==> src/rtl/snn_pkg.sv <==
// Shared types for the SNN run-level step scheduler.
package snn_pkg;

  localparam int SNN_TA = 3;
  localparam int SNN_NW = 4;

  typedef enum logic [2:0] {
    S_IDLE      = 3'd0,
    S_INJECT    = 3'd1,
    S_STEP      = 3'd2,
    S_WAIT_DONE = 3'd3,
    S_FINISH    = 3'd4
  } sched_state_t;

  typedef struct packed {
    logic [SNN_TA-1:0] block;
    logic [SNN_NW-1:0] neuron;
    logic              is_null;
    logic              last;
  } snn_stim_ev_t;

endpackage

==> src/rtl/snn_step_scheduler.sv <==
// Run-level sequencer: injects stimulus events as force pulses, pulses time_step,
// then waits (with settle and timeout) for the network's done level.
module snn_step_scheduler
  import snn_pkg::*;
#(
  parameter int T       = 8,
  parameter int N       = 16,
  parameter int TA      = 3,
  parameter int STEP_W  = 16,
  parameter int SETTLE  = 2,
  parameter int TIMEOUT = 4096,
  localparam int NW     = $clog2(N)
)(
  input  logic              clk,
  input  logic              reset,
  input  logic              start,
  input  logic [STEP_W-1:0] num_steps,
  input  logic              abort,
  input  logic              ev_valid,
  output logic              ev_ready,
  input  logic [TA-1:0]     ev_block,
  input  logic [NW-1:0]     ev_neuron,
  input  logic              ev_null,
  input  logic              ev_last,
  output logic              force_spike_en,
  output logic [TA-1:0]     force_spike_block_select,
  output logic [NW-1:0]     force_spike_neuron_select,
  output logic              time_step,
  input  logic              done,
  output logic              busy,
  output logic [STEP_W-1:0] step_count,
  output logic              run_done,
  output logic              timeout_err
);

  localparam int                WAIT_W   = $clog2(TIMEOUT + 1);
  localparam logic [WAIT_W-1:0] SETTLE_C = WAIT_W'(SETTLE);
  localparam logic [WAIT_W-1:0] TMO_LAST = WAIT_W'(TIMEOUT - 1);
  localparam logic [TA:0]       T_LIM    = (TA + 1)'(T);

  sched_state_t      r_state, w_next;
  logic [STEP_W-1:0] r_num_steps;
  logic [STEP_W-1:0] r_step_count;
  logic [STEP_W-1:0] w_count_sat;
  logic [WAIT_W-1:0] r_wait;
  logic              r_force_en;
  logic [TA-1:0]     r_blk;
  logic [NW-1:0]     r_nrn;
  logic              r_time_step;
  logic              r_timeout_err;

  logic w_abort;
  logic w_start;
  logic w_fire;
  logic w_count_inc;
  logic w_timeout;
  logic w_blk_ok;

  assign w_abort     = abort && (r_state != S_IDLE);
  assign w_count_sat = (&r_step_count) ? r_step_count : r_step_count + 1'b1;
  assign w_blk_ok    = {1'b0, ev_block} < T_LIM;

  always_comb begin
    w_next      = r_state;
    w_start     = 1'b0;
    w_fire      = 1'b0;
    w_count_inc = 1'b0;
    w_timeout   = 1'b0;
    if (w_abort) begin
      w_next = S_IDLE;
    end else begin
      unique case (r_state)
        S_IDLE: begin
          if (start && !abort) begin
            w_start = 1'b1;
            w_next  = (num_steps == '0) ? S_FINISH : S_INJECT;
          end
        end
        S_INJECT: begin
          if (ev_valid) begin
            w_fire = !ev_null && w_blk_ok;
            if (ev_last) w_next = S_STEP;
          end
        end
        S_STEP: w_next = S_WAIT_DONE;
        S_WAIT_DONE: begin
          // done only counts once the settle window has elapsed; it wins over a same-cycle timeout
          if (r_wait >= SETTLE_C && done) begin
            w_count_inc = 1'b1;
            w_next      = (w_count_sat == r_num_steps) ? S_FINISH : S_INJECT;
          end else if (r_wait >= TMO_LAST) begin
            w_timeout = 1'b1;
            w_next    = S_IDLE;
          end
        end
        S_FINISH: w_next = S_IDLE;
        default:  w_next = S_IDLE;
      endcase
    end
  end

  always_ff @(posedge clk) begin
    if (reset) begin
      r_state       <= S_IDLE;
      r_num_steps   <= '0;
      r_step_count  <= '0;
      r_wait        <= '0;
      r_force_en    <= 1'b0;
      r_blk         <= '0;
      r_nrn         <= '0;
      r_time_step   <= 1'b0;
      r_timeout_err <= 1'b0;
    end else begin
      r_state     <= w_next;
      r_force_en  <= w_fire;
      r_time_step <= (r_state == S_STEP) && !w_abort;
      if (w_fire) begin
        r_blk <= ev_block;
        r_nrn <= ev_neuron;
      end
      if (r_state == S_WAIT_DONE) r_wait <= r_wait + 1'b1;
      else                        r_wait <= '0;
      if (w_start) begin
        r_num_steps   <= num_steps;
        r_step_count  <= '0;
        r_timeout_err <= 1'b0;
      end
      if (w_count_inc) r_step_count  <= w_count_sat;
      if (w_timeout)   r_timeout_err <= 1'b1;
    end
  end

  assign ev_ready                  = (r_state == S_INJECT) && !abort;
  assign force_spike_en            = r_force_en;
  assign force_spike_block_select  = r_blk;
  assign force_spike_neuron_select = r_nrn;
  assign time_step                 = r_time_step;
  assign busy                      = (r_state != S_IDLE);
  assign step_count                = r_step_count;
  assign run_done                  = (r_state == S_FINISH) && !abort;
  assign timeout_err               = r_timeout_err;

endmodule

==> config.mk <==
export PLATFORM = sky130hd
export DESIGN_NAME = snn_step_scheduler
export DESIGN_NICKNAME = d
export VERILOG_FILES = /design/src/rtl/snn_pkg.sv /design/src/rtl/snn_step_scheduler.sv
export SDC_FILE = /design/constraint.sdc
export NUM_CORES = 1
export LEC_CHECK = 0
export BUFFER_PORTS_ARGS = -buffer_cell sky130_fd_sc_hd__buf_4
export CORE_MARGIN = 3
export CORE_UTILIZATION = 58
export CTS_BUF_LIST = sky130_fd_sc_hd__clkbuf_2
export CTS_CLUSTER_DIAMETER = 40
export DETAILED_ROUTE_END_ITERATION = 7
export PLACE_DENSITY = 0.86
export SLEW_MARGIN = 0
export SYNTH_ARGS = -nofsm -noshare
export SYNTH_HDL_FRONTEND = slang
export SYNTH_SLANG_ARGS = --single-unit
export TNS_END_PERCENT = 100
==> constraint.sdc <==
create_clock -name clk -period 3.7 [get_ports clk]
set_input_delay 0.37 -clock clk [delete_from_list [all_inputs] [get_ports clk]]
set_output_delay 0.37 -clock clk [all_outputs]
set_load 0.005 [all_outputs]
=== Yosys cells after proc, flatten, opt, wreduce, memory -nomap -nowiden ===
Index checks and enable logic that the tools add are counted.

* Flip-flop bits (word level): 58
* Bits of input ports: 31
* Output and inout bits: 29
* Word-level logic and storage cells: 67

* $add $sub $neg: 2
* $lt $le $gt $ge: 2
* Equal/unequal tests: 9
* Multiplexer cells: 26
* Bitwise gates (word level): 1
* Reductions and logical operators: 18

{| class="wikitable"
|+ Operator list
! operator !! number
|-
| 2-to-1 mux 16 bit || 3
|-
| 2-to-1 mux 3 bit || 7
|-
| adder 16 x 1 -> 16 bit (second input constant) || 1
|-
| equality test 16 bit || 1
|-
| logical NOT 16 bit || 1
|-
| AND reduction 16 bit || 1
|-
| 2-to-1 mux 1 bit || 15
|-
| adder 13 x 1 -> 13 bit (second input constant) || 1
|-
| greater-or-equal comparator 13 x 12 -> 1 bit (second input constant) || 1
|-
| greater-or-equal comparator 13 x 2 -> 1 bit (second input constant) || 1
|-
| one-hot mux 3 bit (4 select lines) || 1
|-
| equality test 3 x 2 -> 1 bit (second input constant) || 2
|-
| logical AND 1 bit || 6
|-
| inequality test 2 bit (second input constant) || 3
|-
| AND reduction 4 bit || 1
|-
| nonzero test 2 bit || 2
|-
| OR reduction 2 bit || 2
|-
| equality test 3 x 1 -> 1 bit (second input constant) || 1
|-
| equality test 3 bit (second input constant) || 1
|-
| logical NOT 1 bit || 3
|-
| logical NOT 3 bit || 1
|-
| inequality test 3 bit (second input constant) || 1
|-
| nonzero test 3 bit || 1
|-
| inverter 1 bit || 1
|}

=== Longest topological paths before layout ===
Gate-level depths: netlist of run 1.

* Depth after elaboration: 7
* Mapped depth: 11
* Mapped depth without buffers: 10

=== Least setup slack after synthesis of run 1 ===
OpenSTA, ideal clock, no wires.

* Path type: register -> register
* Start point: register r_step_count[0] (netlist: step_count[0])
* End point: register r_state[2]
* Setup time: 0.088 ns
* Arrival: 2.560 ns
* Data required time: 3.612 ns
* Setup slack: 1.052 ns
* Stages on the path, launching flop included: 12
* Path buffers: 2
* Period minus slack after synthesis: 2.648 ns
* Cells stage by stage: dfxtp_1 -> ha_1 -> buf_2 -> nand3_2 -> buf_2 -> or3_2 -> mux2_2 -> mux2i_1 -> nor4_1 -> nand4_1 -> o22a_1 -> nor4_2

* Cells in the longest elaborated chain, start to end: 6
* Elaborated cells on any way between the ends: 7
* Those cells by class: add/sub: 1; eq/ne: 1; mux: 4; reduce/logical: 1

{| class="wikitable"
|+ RTL lines
! item !! RTL line !! RTL
|-
| start, declared || snn_step_scheduler.sv:43 || <nowiki>logic [STEP_W-1:0] r_step_count;</nowiki>
|-
| start signal, assigned || snn_step_scheduler.sv:128 || <nowiki>if (w_count_inc) r_step_count <= w_count_sat;</nowiki>
|-
| adder 16 x 1 -> 16 bit or AND reduction 16 bit (tied branches) || snn_step_scheduler.sv:60 || <nowiki>assign w_count_sat = (&r_step_count) ? r_step_count : r_step_count + 1'b1;</nowiki>
|-
| 2-to-1 mux 16 bit (*) || snn_step_scheduler.sv:60 ||
|-
| equality test 16 bit (*) || snn_step_scheduler.sv:90 || <nowiki>w_next = (w_count_sat == r_num_steps) ? S_FINISH : S_INJECT;</nowiki>
|-
| 2-to-1 mux 3 bit (*) || snn_step_scheduler.sv:90 ||
|-
| 2-to-1 mux 3 bit (*) || snn_step_scheduler.sv:88 || <nowiki>if (r_wait >= SETTLE_C && done) begin</nowiki>
|-
| one-hot mux 3 bit (4 select lines) (*) || snn_step_scheduler.sv:72 || <nowiki>unique case (r_state)</nowiki>
|-
| end signal, assigned || snn_step_scheduler.sv:114 || <nowiki>r_state <= w_next;</nowiki>
|-
| end, declared || snn_step_scheduler.sv:41 || <nowiki>sched_state_t r_state, w_next;</nowiki>
|}

Mark *: on every way between the ends. The rest lies on a longest branch, timed or not.
A chain may end at the register's enable or synchronous reset.

=== Worst setup path in the final report of run 1 ===
Ends and elaborated chain as after synthesis.

==> impl_metrics.json, run 1 <==
{
  "die_y_um": 80.5,
  "routabilityCongestion": 0.949,
  "synth_area_per_cell_sq_um": 7.99,
  "fin_setup_tns_ns": 0,
  "series_of_cell_instances_along_the_critical_path": "ha_1 -> nand3_2 -> nor4_4 -> o21ai_0 -> o32a_1 -> nor4_1 -> nand4_1 -> o22a_1 -> nor4_2",
  "final-hold-violation-count": 0,
  "clk_latency_ns": 0.50,
  "numCtsBuffers": 9,
  "p_leak_nw": 1.47,
  "worstPathBufferInverterCount": 0,
  "slew_viol_final": 0,
  "cp_max_fo": 12,
  "synth_flop_cell": "dfxtp_1",
  "placed_area_sq_um": 3640,
  "wl_um": 8200,
  "tritoncts": "yes",
  "grt_pass1_wl_um": 13500,
  "routed_via_density": 6.02,
  "ys_async_sr_fraction_pct": 0,
  "cts-resized-gates": 0,
  "grt_overflow_total": 0,
  "cts_sinks": 58,
  "dr.first_iter.drc_count": 334,
  "critPathMaxStageDelay_ns": 0.52,
  "fp.dieW_um": 80.5,
  "grt_setup_unrepaired": "no",
  "post_drt_wl_per_cell_um": 15.7,
  "synth.area.top_cells": "dfxtp_1, nand2_1, nor2_1, a21oi_1, xor2_1",
  "whs_endpoint": "force_spike_neuron_select[0]",
  "io_buffers": 59,
  "grt_antenna_before_repair": 0,
  "post_cts_hold_buffer_count": 0,
  "run_status": "finished, final reports clean",
  "vdd_ir_drop_max_mv": 0.292,
  "firstDrtPassIters": 5,
  "yosys.area.top_type": "dfxtp_1",
  "design.portCount": 60,
  "grt_util_all_layers_pct": 26.4,
  "end_kind": "register",
  "post_synthesis_instance_area_sq_um": 3220,
  "critical-path-top-delay-family": "simple AND/OR/NAND/NOR gates",
  "worstPathRequired_ns": 4.12,
  "clock_tree.htree_level_count": 3,
  "std_cell_rows": 26,
  "synth.lib_cells_used.distinct": 57,
  "worstHoldPathType": "primary input to register",
  "worst_slack_setup_final_ns": 0.556,
  "regToRegStartpoint": "step_count[0]",
  "place.detailed.hpwl_um": 5810,
  "top_cells_by_instance_count_after_synthesis": "dfxtp_1, nand2_1, nor2_1, a21oi_1, clkbuf_1",
  "mappedNetlistNets": 437,
  "synth_edf_count": 0,
  "cts_setup_buffers": 0,
  "layout-drive-gt1-share_pct": 21.4,
  "whs_path_depth": 3,
  "postRouteAntennaNets": 0,
  "timing.reg2reg.worst_path_depth": 9,
  "register_to_register_setup_slack_ns": 0.56,
  "cellPowerDensity_nw_per_um2": 352,
  "slew-limit-headroom_pct": 56.5,
  "start_kind": "register",
  "ys_warn_count": 0,
  "clk_pin_slew_worst_paths_ns": 0.18,
  "finish.utilization_pct": 72.0,
  "yosysSeqAreaShare_pct": 36.1,
  "finalWorstPathRequiredPeriod_ns": 3.14,
  "fp.dieArea_sq_um": 6480,
  "core_area_sq_um": 5240,
  "vias": 3151,
  "number_of_global_route_vias_before_repair": 2934,
  "place_worst_setup_slack_ns": 0.698,
  "final_critical_path_share_of_the_clock_period_pct": 85.0,
  "area.growth.synth_to_final_pct": 17.2,
  "post-route-drc-count": 0,
  "max_cap_violations": 0,
  "crit_type": "register to register",
  "critPathSlowestCell": "nor4_4",
  "cts.path.max_buffers": 2,
  "diodes": 0,
  "grt_start_max_net_pins": 38,
  "post-synth-top-count-cell": "dfxtp_1",
  "final_design_area_no_fill_sq_um": 3770,
  "timing.rr.end": "r_state[2]",
  "hold_start": "ev_neuron[0]",
  "max_freq_mhz": 318,
  "synth_cells": 403,
  "worstMarginPinSlew_ns": 0.647,
  "report.final.setup_viol": 0,
  "ys_seq_elements": 58,
  "fin_nets": 482,
  "critPathArrivalTime_ns": 3.56,
  "clockRootBuffer": "clkbuf_2",
  "start_util_pct": 61.4,
  "synth.top_cell.area_share_pct": 36.1,
  "final.setup_skew_ns": 0.0210,
  "fin_total_pwr_mw": 1.33
}
## logic make-up after synthesis
logic type / after synthesis / share of synthesized area [%]
muxes: 14 / 4.39
AOI/OAI and AO/OA: 74 / 14.1
DFF: 58 / 36.1
adders and majority gates: 3 / 1.17
xor gates and xnor gates: 29 / 8.13
and+or+nand+nor: 191 / 31.4
buffers and inverters: 34 / 4.74
## placed cells by master (no fill, tap or decap), types with 3 or more instances in the layout
master and instances:
or2_2 3, dfxtp_1 58, nor2b_1 4, nor3_1 8, inv_1 6, xor2_1 15
o211ai_1 5, a211oi_1 6, nor3b_1 3, nand2b_1 6, nor2_1 49, nand4_1 8
and4_1 3, nand2_1 57, a21oi_1 35, xnor2_1 13, buf_4 62, ha_1 3
nand3_1 8, a31oi_1 3, clkbuf_2 10, mux2i_1 13, o21ai_0 13, nand3b_1 6
nor4_1 13
## flip-flops by register name, indices dropped and copies added, names as in the netlist
| name | flops |
|---|---|
| step_count | 16 |
| r_wait | 13 |
| force_spike_neuron_select | 4 |
| r_num_steps | 16 |
| r_state | 3 |
| timeout_err | 1 |
| force_spike_block_select | 3 |
| time_step | 1 |
| force_spike_en | 1 |
## layout make-up
type / count / area [sq um]
well taps: 70 / 87.6
repair buffers: 62 / 465
fillers: 407 / 1470
inverters: 6 / 22.5
flip-flops and latches: 58 / 1160
clock inverters: 6 / 81.3
clock buffers: 10 / 50.0
multi-input cells: 311 / 1900
## report_power, final
group | switching (mW) | internal [mW] | total, mW
Sequential | 0.0270 | 0.647 | 0.674
Clock | 0.250 | 0.222 | 0.472
Combinational | 0.0962 | 0.0845 | 0.181
## worst register-to-register path: stages, from the launching register on
cell,delay [ns]
dfxtp_1,0.49
ha_1,0.35
nand3_2,0.29
nor4_4,0.52
o21ai_0,0.16
o32a_1,0.30
nor4_1,0.25
nand4_1,0.20
o22a_1,0.24
nor4_2,0.25
## worst max path at each step
stage	from	endpoint	slack [ns]	depth (start not counted)
3_5_place_dp	step_count[0]	r_state[2]	0.70	9
5_1_grt	step_count[0]	r_state[2]	0.24	9
6_report	step_count[0]	r_state[2]	0.56	9
3_3_place_gp	step_count[0]	r_state[2]	0.82	9
2_1_floorplan	step_count[0]	r_state[2]	1.05	11
4_1_cts	step_count[0]	r_state[2]	0.59	9
## layer usage
metal / global-route usage (%) / routed length (um)
met5: 0 / 0
met4: 7.77 / 153
met3: 8.74 / 806
met2: 43.9 / 3880
met1: 32.4 / 3360
## stage by stage
| step | instances | hold WS, ns |
|---|---|---|
| 6_report | 523 | 0.0856 |
| 2_1_floorplan | 403 | 0.426 |
| 3_5_place_dp | 507 | 0.454 |
| 5_1_grt | 523 | 0.0738 |
| 4_1_cts | 523 | 0.0892 |
| 3_3_place_gp | 507 | 0.439 |
Power figures use the tool's default switching activity.
==> run 2, diff against run 1 <==
- ABC_AREA: unset -> 1
- CORE_UTILIZATION: 58 -> 52
- PLACE_DENSITY: 0.86 -> 0.82
- clock period: 3.7 -> 2.68 ns (I/O delays scaled with it)
==> run 2 against run 1 <==
  * Largest power group unchanged
  * Clock power is 11% higher
  * Non-clock buffer count increased by 3
  * Sequential share of layout area up 0.082 points
==> impl_metrics.json, run 2 <==
{
  "synth.top_cell.area_share_pct": 37.0,
  "cts.path.max_buffers": 2,
  "die_y_um": 83.6,
  "place.detailed.hpwl_um": 5880,
  "place_worst_setup_slack_ns": 0.513,
  "core_area_sq_um": 5680,
  "final-hold-violation-count": 0,
  "cts_setup_buffers": 0,
  "vdd_ir_drop_max_mv": 0.311,
  "number_of_global_route_vias_before_repair": 2929,
  "grt_overflow_total": 0,
  "max_freq_mhz": 455,
  "worstHoldPathType": "primary input to register",
  "wl_um": 7720,
  "synth_cells": 485,
  "critPathSlowestCell": "dfxtp_1",
  "crit_type": "register to register",
  "synth.area.top_cells": "dfxtp_1, nand2_1, inv_1, a21oi_1, nor2_1",
  "end_kind": "register",
  "area.growth.synth_to_final_pct": 20.0,
  "clock_tree.htree_level_count": 3,
  "clk_latency_ns": 0.48,
  "routabilityCongestion": 0.895,
  "finalWorstPathRequiredPeriod_ns": 2.20,
  "tritoncts": "yes",
  "globalRoute.busiestLayer": "met2",
  "numCtsBuffers": 9,
  "grt_setup_unrepaired": "no",
  "p_leak_nw": 1.67,
  "io_buffers": 59,
  "diodes": 0,
  "post-synth-top-count-cell": "nand2_1",
  "grt_start_max_net_pins": 33,
  "final.setup_skew_ns": 0.0179,
  "firstDrtPassIters": 5,
  "fp.dieW_um": 83.6,
  "postRouteAntennaNets": 0,
  "cp_max_fo": 21,
  "cellPowerDensity_nw_per_um2": 518,
  "yosys.area.top_type": "dfxtp_1",
  "slew_viol_final": 0,
  "use_met3_pct": 2.96,
  "series_of_cell_instances_along_the_critical_path": "ha_1 -> nand2_2 -> nor2_4 -> nand2_4 -> clkinv_2 -> nand2_4 -> nand2_1 -> nand3_1 -> nand2_1 -> nand3_1 -> nor2_2 -> nand3_2 -> nand3_1 -> nand2_1 -> nand2_1 -> a21oi_1",
  "grt_antenna_before_repair": 0,
  "clockRootBuffer": "clkbuf_2",
  "grt_util_all_layers_pct": 21.9,
  "critPathMaxStageDelay_ns": 0.48,
  "start_util_pct": 55.2,
  "run_status": "finished, final reports clean",
  "slew-limit-headroom_pct": 64.7,
  "routed_via_density": 5.30,
  "top_cells_by_instance_count_after_synthesis": "nand2_1, dfxtp_1, inv_1, nor2_1, a21oi_1",
  "cts_sinks": 58,
  "report.final.setup_viol": 0,
  "ys_seq_elements": 58,
  "fin_setup_tns_ns": 0,
  "start_kind": "register",
  "fp.dieArea_sq_um": 6990,
  "synth_area_per_cell_sq_um": 6.46,
  "worst_slack_setup_final_ns": 0.480,
  "max_cap_violations": 0,
  "final_critical_path_share_of_the_clock_period_pct": 82.1,
  "ys_async_sr_fraction_pct": 0,
  "cell_occurring_most_often_along_the_worst_timing_path": "nand2_1",
  "design.portCount": 60,
  "global_routing_met2_resource_utilization_pct": 36.5,
  "synth.lib_cells_used.distinct": 33,
  "mappedNetlistNets": 519,
  "synth_edf_count": 0,
  "critPathArrivalTime_ns": 2.58,
  "post_synthesis_instance_area_sq_um": 3130,
  "leading_cell_type_in_the_layout_fill_and_taps_excluded": "nand2_1",
  "clk_pin_slew_worst_paths_ns": 0.15,
  "synth_flop_cell": "dfxtp_1",
  "worstPathRequired_ns": 3.06,
  "grt_util_met1_pct": 27.5,
  "yosysSeqAreaShare_pct": 37.0,
  "vias": 3320,
  "grt_pass1_wl_um": 12600,
  "layout-drive-gt1-share_pct": 17.5,
  "post_drt_wl_per_cell_um": 12.3,
  "std_cell_rows": 27,
  "final_cell_mix": "nand2_1, buf_4, inv_1, dfxtp_1, nor2_1",
  "n_fill_cell": 514,
  "post-route-drc-count": 0,
  "ys_warn_count": 0,
  "dr.first_iter.drc_count": 242,
  "worstMarginPinSlew_ns": 0.524,
  "fin_nets": 584
}
## run 2: cell count changes in the layout (fill, tap and decap cells not counted), moves of 6 or more
| cell | before | now |
|---|---|---|
| nand2b_1 | 6 | 0 |
| mux2i_1 | 13 | 0 |
| inv_1 | 6 | 58 |
| nand3_1 | 8 | 35 |
| xor2_1 | 15 | 2 |
| o21ai_0 | 13 | 29 |
| a211oi_1 | 6 | 0 |
| nand2_1 | 57 | 137 |
| nor2_2 | 0 | 7 |
| xnor2_1 | 13 | 1 |
## run 2: repair_timing
| action | in CTS | in global routing |
|---|---|---|
| hold buffers | 3 | 1 |
| resized for setup | 0 | 0 |
| hold endpoints to repair | 3 | 1 |
## run 2: final timing paths
check                                     from                            to  depth (start not counted)  slack (ns)
worst max register to register   step_count[0]                    r_state[0]                         16        0.48
worst min register to register  r_num_steps[4]                r_num_steps[4]                          2        0.48
worst min-delay path              ev_neuron[2]  force_spike_neuron_select[2]                          3        0.03
worst max-delay path             step_count[0]                    r_state[0]                         16        0.48
## run 2: cell type report
| class | count | area (sq um) | share of cell area [%] |
|---|---|---|---|
| flip-flops and latches | 58 | 1160 | 30.9 |
| clock inverters | 4 | 43.8 | 1.16 |
| repair buffers | 65 | 498 | 13.2 |
| well taps | 72 | 90.1 | 2.39 |
| clock buffers | 11 | 55.1 | 1.46 |
| multi-input cells | 356 | 1690 | 44.9 |
| inverters | 60 | 226 | 6.02 |
## run 2: stage by stage
step	total power [mW]	std cells	hold WS, ns	area [sq um]	util [%]
6_report	1.95	626	0.0251	3760	66.3
5_1_grt	2.07	626	0.0146	3760	66.3
4_1_cts	1.95	625	0.00104	3750	66.1
3_5_place_dp	1.43	607	0.453	3620	63.8
3_3_place_gp	1.42	607	0.440	3620	63.8
2_1_floorplan	1.28	485	0.403	3130	-
## run 2: layer usage
metal	vias to the layer above	routed length [um]	part of all wire [%]
li1	1701	-	-
met1	1481	3450	45
met2	123	3590	47
met3	15	489	6.3
met4	0	189	2.4
met5	-	0	0
## run 2: critical path, delay by kind of cell (launching register included)
family	cells	cell delay, ns
adders and majority gates	1	0.26
buffers and inverters	1	0.08
and+or+nand+nor	13	1.19
AOI/OAI and AO/OA	1	0.05
DFF	1	0.48
## run 2: logic make-up after synthesis
group                      synth area share (%)
adders and majority gates                  1.20
xor gates and xnor gates                  0.838
buffers and inverters                      9.10
and+or+nand+nor                            38.6
AOI/OAI and AO/OA                          13.2
DFF                                        37.0
## run 2: power by group
part	total (mW)	internal (mW)	switching, mW	leakage [nW]
Sequential	0.983	0.939	0.0447	0.470
Combinational	0.442	0.182	0.260	1.13
Clock	0.524	0.213	0.311	0.0692
